**src/rtl/mul_iter_pkg.sv**
```systemverilog
// rtl/mul_iter_pkg.sv - op/state encodings and iteration count shared with the RV32I core
package mul_iter_pkg;

  typedef enum logic [1:0] {
    OP_MUL    = 2'b00,
    OP_MULH   = 2'b01,
    OP_MULHSU = 2'b10,
    OP_MULHU  = 2'b11
  } mul_op_e;

  typedef enum logic [1:0] {
    ST_IDLE = 2'b00,
    ST_CALC = 2'b01,
    ST_SIGN = 2'b10,
    ST_DONE = 2'b11
  } mul_state_e;

  localparam int MUL_ITERS = 32;

  function automatic logic op_rs1_signed(input mul_op_e o);
    return (o == OP_MULH) || (o == OP_MULHSU);
  endfunction

  function automatic logic op_rs2_signed(input mul_op_e o);
    return (o == OP_MULH);
  endfunction

endpackage

```
**src/rtl/mul_iter_fulladder.sv**
```systemverilog
// rtl/mul_iter_fulladder.sv - 32-bit ripple-carry adder
module fulladder (
  input  logic [31:0] A,
  input  logic [31:0] B,
  input  logic        P_in,
  output logic [31:0] S,
  output logic        P_out
);

  logic [32:0] c;

  always_comb begin
    c    = '0;
    S    = '0;
    c[0] = P_in;
    for (int i = 0; i < 32; i++) begin
      S[i]     = A[i] ^ B[i] ^ c[i];
      c[i + 1] = (A[i] & B[i]) | (c[i] & (A[i] ^ B[i]));
    end
    P_out = c[32];
  end

endmodule

```
**src/rtl/mul_iter.sv**
```systemverilog
// rtl/mul_iter.sv - iterative 32x32 shift-add multiplier (MUL/MULH/MULHSU/MULHU)
// Multiplies operand magnitudes over 32 cycles, then fixes the sign in one cycle.
module mul_iter
  import mul_iter_pkg::*;
(
  input  logic        clk,
  input  logic        rst_n,
  input  logic        in_valid,
  output logic        in_ready,
  input  logic [1:0]  op,
  input  logic [31:0] rs1,
  input  logic [31:0] rs2,
  input  logic        flush,
  output logic        out_valid,
  input  logic        out_ready,
  output logic [31:0] result
);

  mul_state_e  state_q, state_d;
  logic [5:0]  cnt_q, cnt_d;
  logic [64:0] acc_q, acc_d;
  logic [31:0] mcand_q, mcand_d;
  mul_op_e     op_q, op_d;
  logic        sign_q, sign_d;

  mul_op_e     op_in;
  logic        s1, s2;
  logic [31:0] mag1, mag2;
  logic [31:0] add_b, add_sum;
  logic        add_cout;

  // Adding zero when the multiplier LSB is clear keeps one shift path for both cases.
  assign add_b = acc_q[0] ? mcand_q : 32'd0;

  fulladder u_add (
    .A     (acc_q[63:32]),
    .B     (add_b),
    .P_in  (1'b0),
    .S     (add_sum),
    .P_out (add_cout)
  );

  always_comb begin
    state_d = state_q;
    cnt_d   = cnt_q;
    acc_d   = acc_q;
    mcand_d = mcand_q;
    op_d    = op_q;
    sign_d  = sign_q;

    op_in = mul_op_e'(op);
    s1    = op_rs1_signed(op_in) & rs1[31];
    s2    = op_rs2_signed(op_in) & rs2[31];
    // 0x80000000 negates to itself, which read unsigned is the magnitude 2^31.
    mag1  = s1 ? (~rs1 + 32'd1) : rs1;
    mag2  = s2 ? (~rs2 + 32'd1) : rs2;

    case (state_q)
      ST_IDLE: begin
        if (in_valid) begin
          op_d    = op_in;
          sign_d  = s1 ^ s2;
          mcand_d = mag1;
          acc_d   = {33'd0, mag2};
          cnt_d   = '0;
          state_d = ST_CALC;
        end
      end
      ST_CALC: begin
        acc_d = {add_cout, add_sum, acc_q[31:0]} >> 1;
        cnt_d = cnt_q + 6'd1;
        if (cnt_q == 6'(MUL_ITERS - 1)) begin
          state_d = ST_SIGN;
        end
      end
      ST_SIGN: begin
        if (sign_q) begin
          acc_d = ~acc_q + 65'd1;
        end
        state_d = ST_DONE;
      end
      ST_DONE: begin
        if (out_ready) begin
          state_d = ST_IDLE;
        end
      end
      default: state_d = ST_IDLE;
    endcase

    if (flush) begin
      state_d = ST_IDLE;
    end
  end

  always_ff @(posedge clk or negedge rst_n) begin
    if (!rst_n) begin
      state_q <= ST_IDLE;
      cnt_q   <= '0;
      acc_q   <= '0;
      mcand_q <= '0;
      op_q    <= OP_MUL;
      sign_q  <= 1'b0;
    end else begin
      state_q <= state_d;
      cnt_q   <= cnt_d;
      acc_q   <= acc_d;
      mcand_q <= mcand_d;
      op_q    <= op_d;
      sign_q  <= sign_d;
    end
  end

  assign in_ready  = (state_q == ST_IDLE);
  assign out_valid = (state_q == ST_DONE);
  assign result    = !out_valid       ? 32'd0 :
                     (op_q == OP_MUL) ? acc_q[31:0] : acc_q[63:32];

endmodule

```
**config.mk**
```make
export PLATFORM = sky130hd
export DESIGN_NAME = mul_iter
export DESIGN_NICKNAME = d
export VERILOG_FILES = /design/src/rtl/mul_iter_pkg.sv /design/src/rtl/mul_iter_fulladder.sv /design/src/rtl/mul_iter.sv
export SDC_FILE = /design/constraint.sdc
export NUM_CORES = 1
export LEC_CHECK = 0
export BUFFER_PORTS_ARGS = -buffer_cell sky130_fd_sc_hd__buf_2
export CAP_MARGIN = 30
export CORE_MARGIN = 2
export CORE_UTILIZATION = 60
export CTS_CLUSTER_DIAMETER = 150
export DETAILED_ROUTE_END_ITERATION = 7
export GPL_ROUTABILITY_DRIVEN = 1
export HOLD_SLACK_MARGIN = 0.1
export PLACE_DENSITY = 0.79
export RECOVER_POWER = 50
export SLEW_MARGIN = 25
export SYNTH_ARGS = -nofsm -noshare
export SYNTH_HDL_FRONTEND = slang
export SYNTH_SLANG_ARGS = --single-unit
```
**constraint.sdc**
```tcl
create_clock -name clk -period 16.92 [get_ports clk]
set_clock_uncertainty 0.2 [all_clocks]
set_input_delay 0.846 -clock clk [delete_from_list [all_inputs] [get_ports clk]]
set_output_delay 0.846 -clock clk [all_outputs]
set_load 0.05 [all_outputs]
```
* Word level (Yosys, flattened, before mapping)
Cells that the tools add are included.
** Storage, ports and cells
- Flip-flop bits (word level) :: 108
- Input bits :: 71
- Output and inout port bits :: 34
- Logic and storage cells :: 208
** Operators by class
- Add/subtract/negate cells :: 4
- Equal/unequal tests :: 11
- Muxes and demuxes :: 15
- Bitwise operators :: 163
- Reductions and logical operators :: 9
** Operator list (count)
- $pmux W65 S3 :: 1
- $mux W32 :: 5
- $mux W65 :: 2
- $add A65 B1 Y65 const B :: 1
- $and A1 B1 Y1 :: 65
- $not A65 Y65 :: 1
- $add A32 B1 Y32 const B :: 2
- $not A32 Y32 :: 2
- $xor A1 B1 Y1 :: 64
- $or A1 B1 Y1 :: 31
- $pmux W6 S2 :: 1
- $mux W2 :: 4
- $pmux W2 S4 :: 1
- $add A6 B1 Y6 const B :: 1
- $eq A2 B2 Y1 const B :: 3
- $eq A6 B5 Y1 const B :: 1
- $mux W6 :: 1
- $ne A3 B2 Y1 const B :: 2
- $reduce_and A3 Y1 :: 2
- $eq A2 B1 Y1 const B :: 2
- $logic_not A2 Y1 :: 2
- $ne A2 B2 Y1 const B :: 2
- $reduce_and A2 Y1 :: 2
- $ne A3 B3 Y1 const B :: 1
- other kinds (3) :: 3

* Depth between registers and ports, before layout
Gate-level depths: netlist of run 1.
- Depth after elaboration :: 65
- Gate-level depth with buffers :: 42
- Mapped depth without buffers :: 40

* By module
A second synthesis of run 1 with hierarchy kept.
** Second synthesis, totals
- Cells, all modules :: 1147
- Area, all modules :: 9118.7 sq um
** By module, submodules not included
- mul_iter :: instances 1, cells each 1105, area an instance 8440.6 sq um, seq. area each 2677.6 sq um
- fulladder :: instances 1, cells each 42, area an instance 678.2 sq um, seq. area each 0.0 sq um

* Worst setup path after synthesis of run 1
No wires, ideal clock.
- Path type :: register -> register
- Start :: register acc_q[0]
- End :: register acc_q[62]
- Data arrival time :: 12.228 ns
- Data required time :: 16.599 ns
- Setup slack :: 4.372 ns
- Stages on the path, launching flop included :: 43
- Buffers on the path :: 2
- Period minus slack after synthesis :: 12.548 ns
- Cells stage by stage :: dfrtp_1 -> clkbuf_1 -> clkbuf_1 -> and2_1 -> ha_1 -> inv_1 -> fa_1 -> fa_1 -> fa_1 -> fa_1 -> fa_1 -> fa_1 -> fa_1 -> fa_1 -> fa_1 -> fa_1 -> fa_1 -> fa_1 -> [7 not listed] -> fa_1 -> fa_1 -> inv_1 -> fa_1 -> fa_1 -> inv_1 -> fa_1 -> fa_1 -> fa_1 -> fa_1 -> inv_1 -> fa_1 -> fa_1 -> fa_1 -> inv_1 -> fa_1 -> o32a_1 -> o21ai_1
** Between the ends
- Word-level cells in the longest chain between the ends :: 64
** Ends and longest elaborated chain
- start, declared :: RTL line mul_iter.sv:21 : logic [64:0] acc_q, acc_d;
- start signal, assigned :: RTL line mul_iter.sv:99 : acc_q <= '0;
- start signal, assigned :: RTL line mul_iter.sv:106 : acc_q <= acc_d;
- $mux W32 :: RTL line mul_iter.sv:33 : assign add_b = acc_q[0] ? mcand_q : 32'd0;
- $and A1 B1 Y1 / $xor A1 B1 Y1 (equally long branches) :: RTL line mul_iter_fulladder.sv:18 : c[i + 1] = (A[i] & B[i]) | (c[i] & (A[i] ^ B[i]));
- $and A1 B1 Y1 :: RTL line mul_iter_fulladder.sv:18
- $or A1 B1 Y1 :: RTL line mul_iter_fulladder.sv:18
- $and A1 B1 Y1 :: RTL line mul_iter_fulladder.sv:18
- $or A1 B1 Y1 :: RTL line mul_iter_fulladder.sv:18
- $and A1 B1 Y1 :: RTL line mul_iter_fulladder.sv:18
- $or A1 B1 Y1 :: RTL line mul_iter_fulladder.sv:18
- [48 not listed]
- $and A1 B1 Y1 :: RTL line mul_iter_fulladder.sv:18
- $or A1 B1 Y1 :: RTL line mul_iter_fulladder.sv:18
- $and A1 B1 Y1 :: RTL line mul_iter_fulladder.sv:18
- $or A1 B1 Y1 :: RTL line mul_iter_fulladder.sv:18
- $and A1 B1 Y1 :: RTL line mul_iter_fulladder.sv:18
- $or A1 B1 Y1 :: RTL line mul_iter_fulladder.sv:18
- $xor A1 B1 Y1 :: RTL line mul_iter_fulladder.sv:17 : S[i] = A[i] ^ B[i] ^ c[i];
- $pmux W65 S3 * :: RTL line mul_iter.sv:58 : case (state_q)
Mark *: on every way between the ends. The rest lies on a longest branch, timed or not. The select of a mux whose other input is x is not followed.
A chain may end at the register's enable or synchronous reset.

* Worst setup path in the final report of run 1
Ends and elaborated chain as after synthesis.

==> results of run 1 <==
==> metrics by stage <==
stage | setup slack (ps) | instances | area [um2] | hold WS (ps) | power [mW]
finish | 3960 | 1380 | 9880 | 282 | 1.75
global route | 3480 | 1380 | 9880 | 310 | 1.89
CTS | 4030 | 1379 | 9900 | 287 | 1.73
detailed placement | 4060 | 1363 | 9600 | 273 | 1.51
global placement | 4200 | 1362 | 9570 | 263 | 1.48
floorplan | 4370 | 1144 | 9030 | 242 | 1.25
==> kinds of logic (layout without fill, tap and decap cells) <==
kind of cell,Yosys count,in the layout
buffers and inverters,129,181
and+or+nand+nor,471,471
muxes,6,6
adders and majority gates,42,42
xor gates and xnor gates,64,64
AOI/OAI and AO/OA,325,325
DFF,107,107
==> area by class of cell <==
cell class                      instances  area [um2]  area share, %
Multi-Input combinational cell        908        5870           59.4
Sequential cell                       107        2680           27.1
Timing Repair Buffer                  118         621           6.28
Clock buffer                           11         243           2.46
Tap cell                              184         230           2.33
Inverter                               47         176           1.79
Clock inverter                          5        60.1          0.608
==> worst register-to-register path: cells and delay by family, from the launching register on <==
family | cells | cell delay [ps]
adders and majority gates | 32 | 11310
DFF | 1 | 330
buffers and inverters | 6 | 620
AOI/OAI and AO/OA | 2 | 180
and+or+nand+nor | 1 | 190
==> cells in the final DEF (no fill, tap or decap), types with 10 or more instances in the layout <==
cell type	count
a21boi_0	35
fa_1	31
o21ai_0	82
o211ai_1	13
nand4_1	12
o21ai_1	22
or4_1	20
buf_2	103
or3_1	13
xor2_1	36
inv_1	47
nand2_1	200
a21oi_1	56
nand2b_1	13
buf_4	10
nand3_1	32
dfrtp_1	107
ha_1	11
nor3_1	39
nor2_1	72
nor4_1	22
o31ai_1	16
xnor2_1	28
==> worst min-delay path by stage <==
stage,startpoint,to,slack (ps)
3_5_place_dp,mcand_q[1]$_DFFE_PN0P_,mcand_q[1]$_DFFE_PN0P_,270
3_3_place_gp,mcand_q[30]$_DFFE_PN0P_,mcand_q[30]$_DFFE_PN0P_,260
4_1_cts,mcand_q[30]$_DFFE_PN0P_,mcand_q[30]$_DFFE_PN0P_,290
6_report,mcand_q[30]$_DFFE_PN0P_,mcand_q[30]$_DFFE_PN0P_,280
5_1_grt,mcand_q[10]$_DFFE_PN0P_,mcand_q[10]$_DFFE_PN0P_,310
2_1_floorplan,mcand_q[0]$_DFFE_PN0P_,mcand_q[0]$_DFFE_PN0P_,240
==> metal layers <==
metal  global-route usage [%]  wire length, um  up-vias
met5                        0                0        -
met1                     47.0            11200     4124
met3                     3.46             1890       58
met2                     49.7            11600      464
met4                     12.0              654        0
li1                         -                -     4202
==> where the power goes <==
part	internal, mW	switching (mW)
clock network	0.120	0.105
registers	0.369	0.157
logic	0.345	0.651
==> synth_stat cells, drive strengths merged (8+ instances only) <==
| cell | instances | area (um2) |
|---|---|---|
| nor4 | 29 | 251 |
| o211ai | 13 | 97.6 |
| o31ai | 16 | 120 |
| or3 | 13 | 81.3 |
| ha | 11 | 138 |
| nand4 | 12 | 75.1 |
| o311ai | 11 | 104 |
| a22oi | 8 | 60.1 |
| and2 | 9 | 56.3 |
| or4 | 23 | 184 |
| clkbuf | 75 | 282 |
| dfrtp | 107 | 2680 |
| inv | 47 | 176 |
| a31oi | 8 | 50.1 |
| nand2b | 13 | 81.3 |
| a21oi | 56 | 280 |
| nand2 | 200 | 751 |
| nor2 | 73 | 274 |
| fa | 31 | 621 |
| xnor2 | 28 | 245 |
| o21ai | 104 | 521 |
| a21boi | 36 | 270 |
| nand3 | 33 | 165 |
| xor2 | 36 | 315 |
| nor3 | 41 | 215 |
==> state kept, by name, indices dropped and copies added (netlist names) <==
signal and cells:
acc_q 64, mcand_q 32, cnt_q 6, op_q 2
state_q 2, sign_q 1
==> impl_metrics.toml, run 1 <==
[die]
num_rows = 44
start_util_pct = 61.7
dieHeight_um = 127
fp.dieW_um = 127
die_area_um2 = 16000
core-area_um2 = 14600
ioPinCount = 105

[synth]
synth-xor-area-share_pct = 6.21
syn_area_um2 = 9030
ys_seq_elements = 107
synth.area.mux_share_pct = 0.707
synth-edff-count = 0
synth_compound_area_share_pct = 23.7
synth-seq-area-share_pct = 29.7
synth-main-ff-cell = "dfrtp_1"
synth-simple-area-share_pct = 25.9
synth_nets = 1257
synth_top_family_by_area = "simple AND/OR/NAND/NOR gates"
yosysWarnings = 0
synth_fa_ha_area_share_pct = 8.40
synthArstFlopShare_pct = 100
postSynthAreaPerCell_um2 = 7.89
ys_types = 75
synth_cells = 1144

[worst_setup_path]
r2r-start = "acc_q[0]$_DFFE_PN0P_"
crit_type = "reg -> reg"
critPathLaunch = "acc_q[0]$_DFFE_PN0P_"
crit_path_end = "acc_q[62]$_DFFE_PN0P_"
reg2reg_to = "acc_q[62]$_DFFE_PN0P_"
end_kind = "register"
cpMostUsedCell = "fa_1"
crit_fanout = 38
start_kind = "register"
critPathTopFamily = "adder cells"
crit_cells = 41
cp.arrival_ps = 13010
rrSetupSlack_ps = 3960
critPathRequiredTime_ps = 16970
slowest_stage = "fa_1"
slowest_delay_ps = 470
crit_buf_inv = 6
reg2reg_depth = 41

[layout]
fin_nets = 1304
layout-drive-gt1-share_pct = 13.3
fillers = 1301
diodes = 0
final_util_pct = 67.5
synthToLayoutAreaGrowth_pct = 9.41

[routing]
routedWlPerCell_um = 18.4
drc_errors = 0
ant_nets = 0
initialDrtViolationCount = 1154
viasPerCell = 6.41
routed_wl_mm = 25.3
first_pass_iters = 5
dr_total_vias = 8848

[global_route]
first_global_vias = 8036
antenna_found_initial = 0
grt_first_pass_wirelength_mm = 41.6
overflow = 0
grt_max_degree = 57
grt_use_total_pct = 32.1

[sta]
slew_violations = 156
layout_min_cycle_time_ps = 12960
hold_violations = 0
final-setup-viol-count = 0
fin_tns_setup_ps = 0
slew_headroom_pct = -116
fmax_mhz = 77.2
tightestPinTransition_ps = 3240
rsz0062_at_grt = "no"
period_share_pct = 76.6

[placed_design]
io_buffers = 104
gp_congestion = 0.899
hpwl_mm = 18.1

[power]
power.density_nw_per_um2 = 177
ir_drop_mv = 0.0879
leakage_nw = 3.79

[status]
violations = "capacitance limit, slew limit"
status = "complete, but fails checks"

[clocking]
clkTransAtPathRegs_ps = 80
cts_resized = 0
cts_tree = "yes"
ctsHoldBuffers = 0
numCtsBuffers = 9
clkSinkCount = 107
htreeDepth = 3
clockRootBuffer = "clkbuf_16"
clk_latency_ps = 370
cts_setup_buffers = 0
clock_path_buffers = 2

[run]
maxCapViolations = 3

[worst_hold_path]
whs_path_depth = 2
hp-class = "reg -> reg"
(Power assumes the default switching activity.)
==> run 2: changes to the inputs <==
- clock period: 16.92 -> 13 ns (I/O delays scaled with it)
==> impl_metrics.toml, run 2 (synthesized netlist as in run 1, its figures left out) <==
[status]
status = "complete, but fails checks"
violations = "capacitance limit, slew limit"

[power]
power.density_nw_per_um2 = 231
intPower_mw = 1.10
seqPwrFrac_pct = 30.0
total_power_mw = 2.29
leakage_nw = 3.79
p_sw_mw = 1.19
p_clk_share_pct = 13.1
ir_drop_mv = 0.147
switching_share_pct = 52.0
p_comb_share_pct = 56.9

[routing]
first_pass_iters = 7
routedWlPerCell_um = 18.4
routed_wl_mm = 25.4
initialDrtViolationCount = 1255
drc_errors = 0
ant_nets = 0
dr_total_vias = 8801
viasPerCell = 6.37

[sta]
slew_headroom_pct = -95.8
hold_violations = 0
tightestPinTransition_ps = 2940
rsz0062_at_grt = "no"
period_share_pct = 95.9
hold_ws_ps = 253
slew_violations = 183
final-setup-viol-count = 0
layout_min_cycle_time_ps = 12460
fin_tns_setup_ps = 0
fmax_mhz = 80.2

[clocking]
htreeDepth = 3
clkSinkCount = 107
clockRootBuffer = "clkbuf_16"
clk_latency_ps = 360
clock_path_buffers = 2
cts_tree = "yes"
clkTransAtPathRegs_ps = 70
numCtsBuffers = 9

[layout]
fillers = 1269
layout_common_cells = "200 x nand2_1, 105 x dfrtp_1, 102 x buf_2"
fin_nets = 1306
layout-drive-gt1-share_pct = 13.5
top_register = "acc_q"
synthToLayoutAreaGrowth_pct = 9.76
final_common_cell = "nand2_1"
diodes = 0
multi_input_area_um2 = 5880
largest_reg_flops = 64
regArea_um2 = 2680
reg_top3 = "acc_q: 64 flops, mcand_q: 32 flops, cnt_q: 6 flops"

[global_route]
grt_use_total_pct = 32.0
overflow = 0
grt_max_degree = 71
antenna_found_initial = 0
first_global_vias = 8120
grt_first_pass_wirelength_mm = 41.6

[worst_hold_path]
hp-class = "in -> reg"

[worst_setup_path]
end_kind = "register"
cpMostUsedCell = "fa_1"
slowest_delay_ps = 480
start_kind = "register"
crit_type = "reg -> reg"
slowest_stage = "fa_1"
crit_fanout = 9
cp.arrival_ps = 12520
critPathRequiredTime_ps = 13050

[die]
core-area_um2 = 14600
ioPinCount = 105
die_area_um2 = 16000
dieHeight_um = 127
num_rows = 44
fp.dieW_um = 127
start_util_pct = 61.7

[placed_design]
io_buffers = 104
gp_congestion = 0.877
hpwl_mm = 18.1

[run]
maxCapViolations = 4
run 2: changes by cell type in the layout (fill, tap and decap cells not counted), moves of 2 or more:
cell,delta
clkbuf_1,+3
dfrtp_1,-2
dfrtp_2,+2
fa_1,-3
fa_2,+3
inv_6,-2
run 2: worst paths after layout:
path                                         startpoint                 endpoint  slack (ps)  depth (start not counted)
worst min register to register  mcand_q[22]$_DFFE_PN0P_  mcand_q[22]$_DFFE_PN0P_         280                          2
worst max-delay path              acc_q[32]$_DFFE_PN0P_    acc_q[62]$_DFFE_PN0P_         540                         39
max in group asynchronous                         rst_n    acc_q[18]$_DFFE_PN0P_        6950                          4
min in group asynchronous                         rst_n      op_q[0]$_DFFE_PN0P_        1180                          2
worst max register to register    acc_q[32]$_DFFE_PN0P_    acc_q[62]$_DFFE_PN0P_         540                         39
worst min-delay path                              flush   state_q[1]$_DFFE_PN0P_         250                          2
run 2: final cells by class:
class                      instances  share of cell area, %
inverter                          47                   1.78
timing repair buffer             120                   6.35
clock inverter                     4                  0.770
sequential                       107                   27.0
multi-input combinational        908                   59.4
clock buffer                      11                   2.35
tap                              184                   2.32
run 2: critical path: cells and delay by family (launching register included):
kind / cells / cell delay [ps]
AOI/OAI and AO/OA: 2 / 190
adders and majority gates: 32 / 11200
DFF: 1 / 460
buffers and inverters: 5 / 320
run 2: power groups by stage:
stage          Combinational, mW  Clock, mW  Sequential, mW
3_3_place_gp                1.26          0           0.675
3_5_place_dp                1.28          0           0.681
4_1_cts                     1.29      0.297           0.679
5_1_grt                     1.44      0.311           0.710
6_report                    1.30      0.299           0.687
2_1_floorplan               1.03          0           0.586
run 2: stage by stage:
step | instances | util (%) | cell area, um2 | setup WS, ps
finish | 1381 | 67.7 | 9910 | 536
global route | 1381 | 67.7 | 9910 | 27.3
CTS | 1379 | 67.7 | 9910 | 383
detailed placement | 1363 | 65.5 | 9590 | 426
global placement | 1362 | 65.3 | 9570 | 547
floorplan | 1144 | - | 9030 | 452
run 2: routing by layer:
layer / GRT usage, % / up-vias / routed length, um
li1: - / 4201 / -
met1: 45.8 / 4112 / 11300
met2: 50.5 / 436 / 11600
met3: 4.72 / 52 / 1970
met4: 10.5 / 0 / 537
met5: 0 / - / 0
run 2: timing repair:
action | 4_1_cts | 5_1_grt
hold endpoints to repair | 37 | 0
setup endpoints to repair | 0 | 3
buffers inserted | 0 | 0
hold buffers | 1 | 0
gates resized for setup | 0 | 6
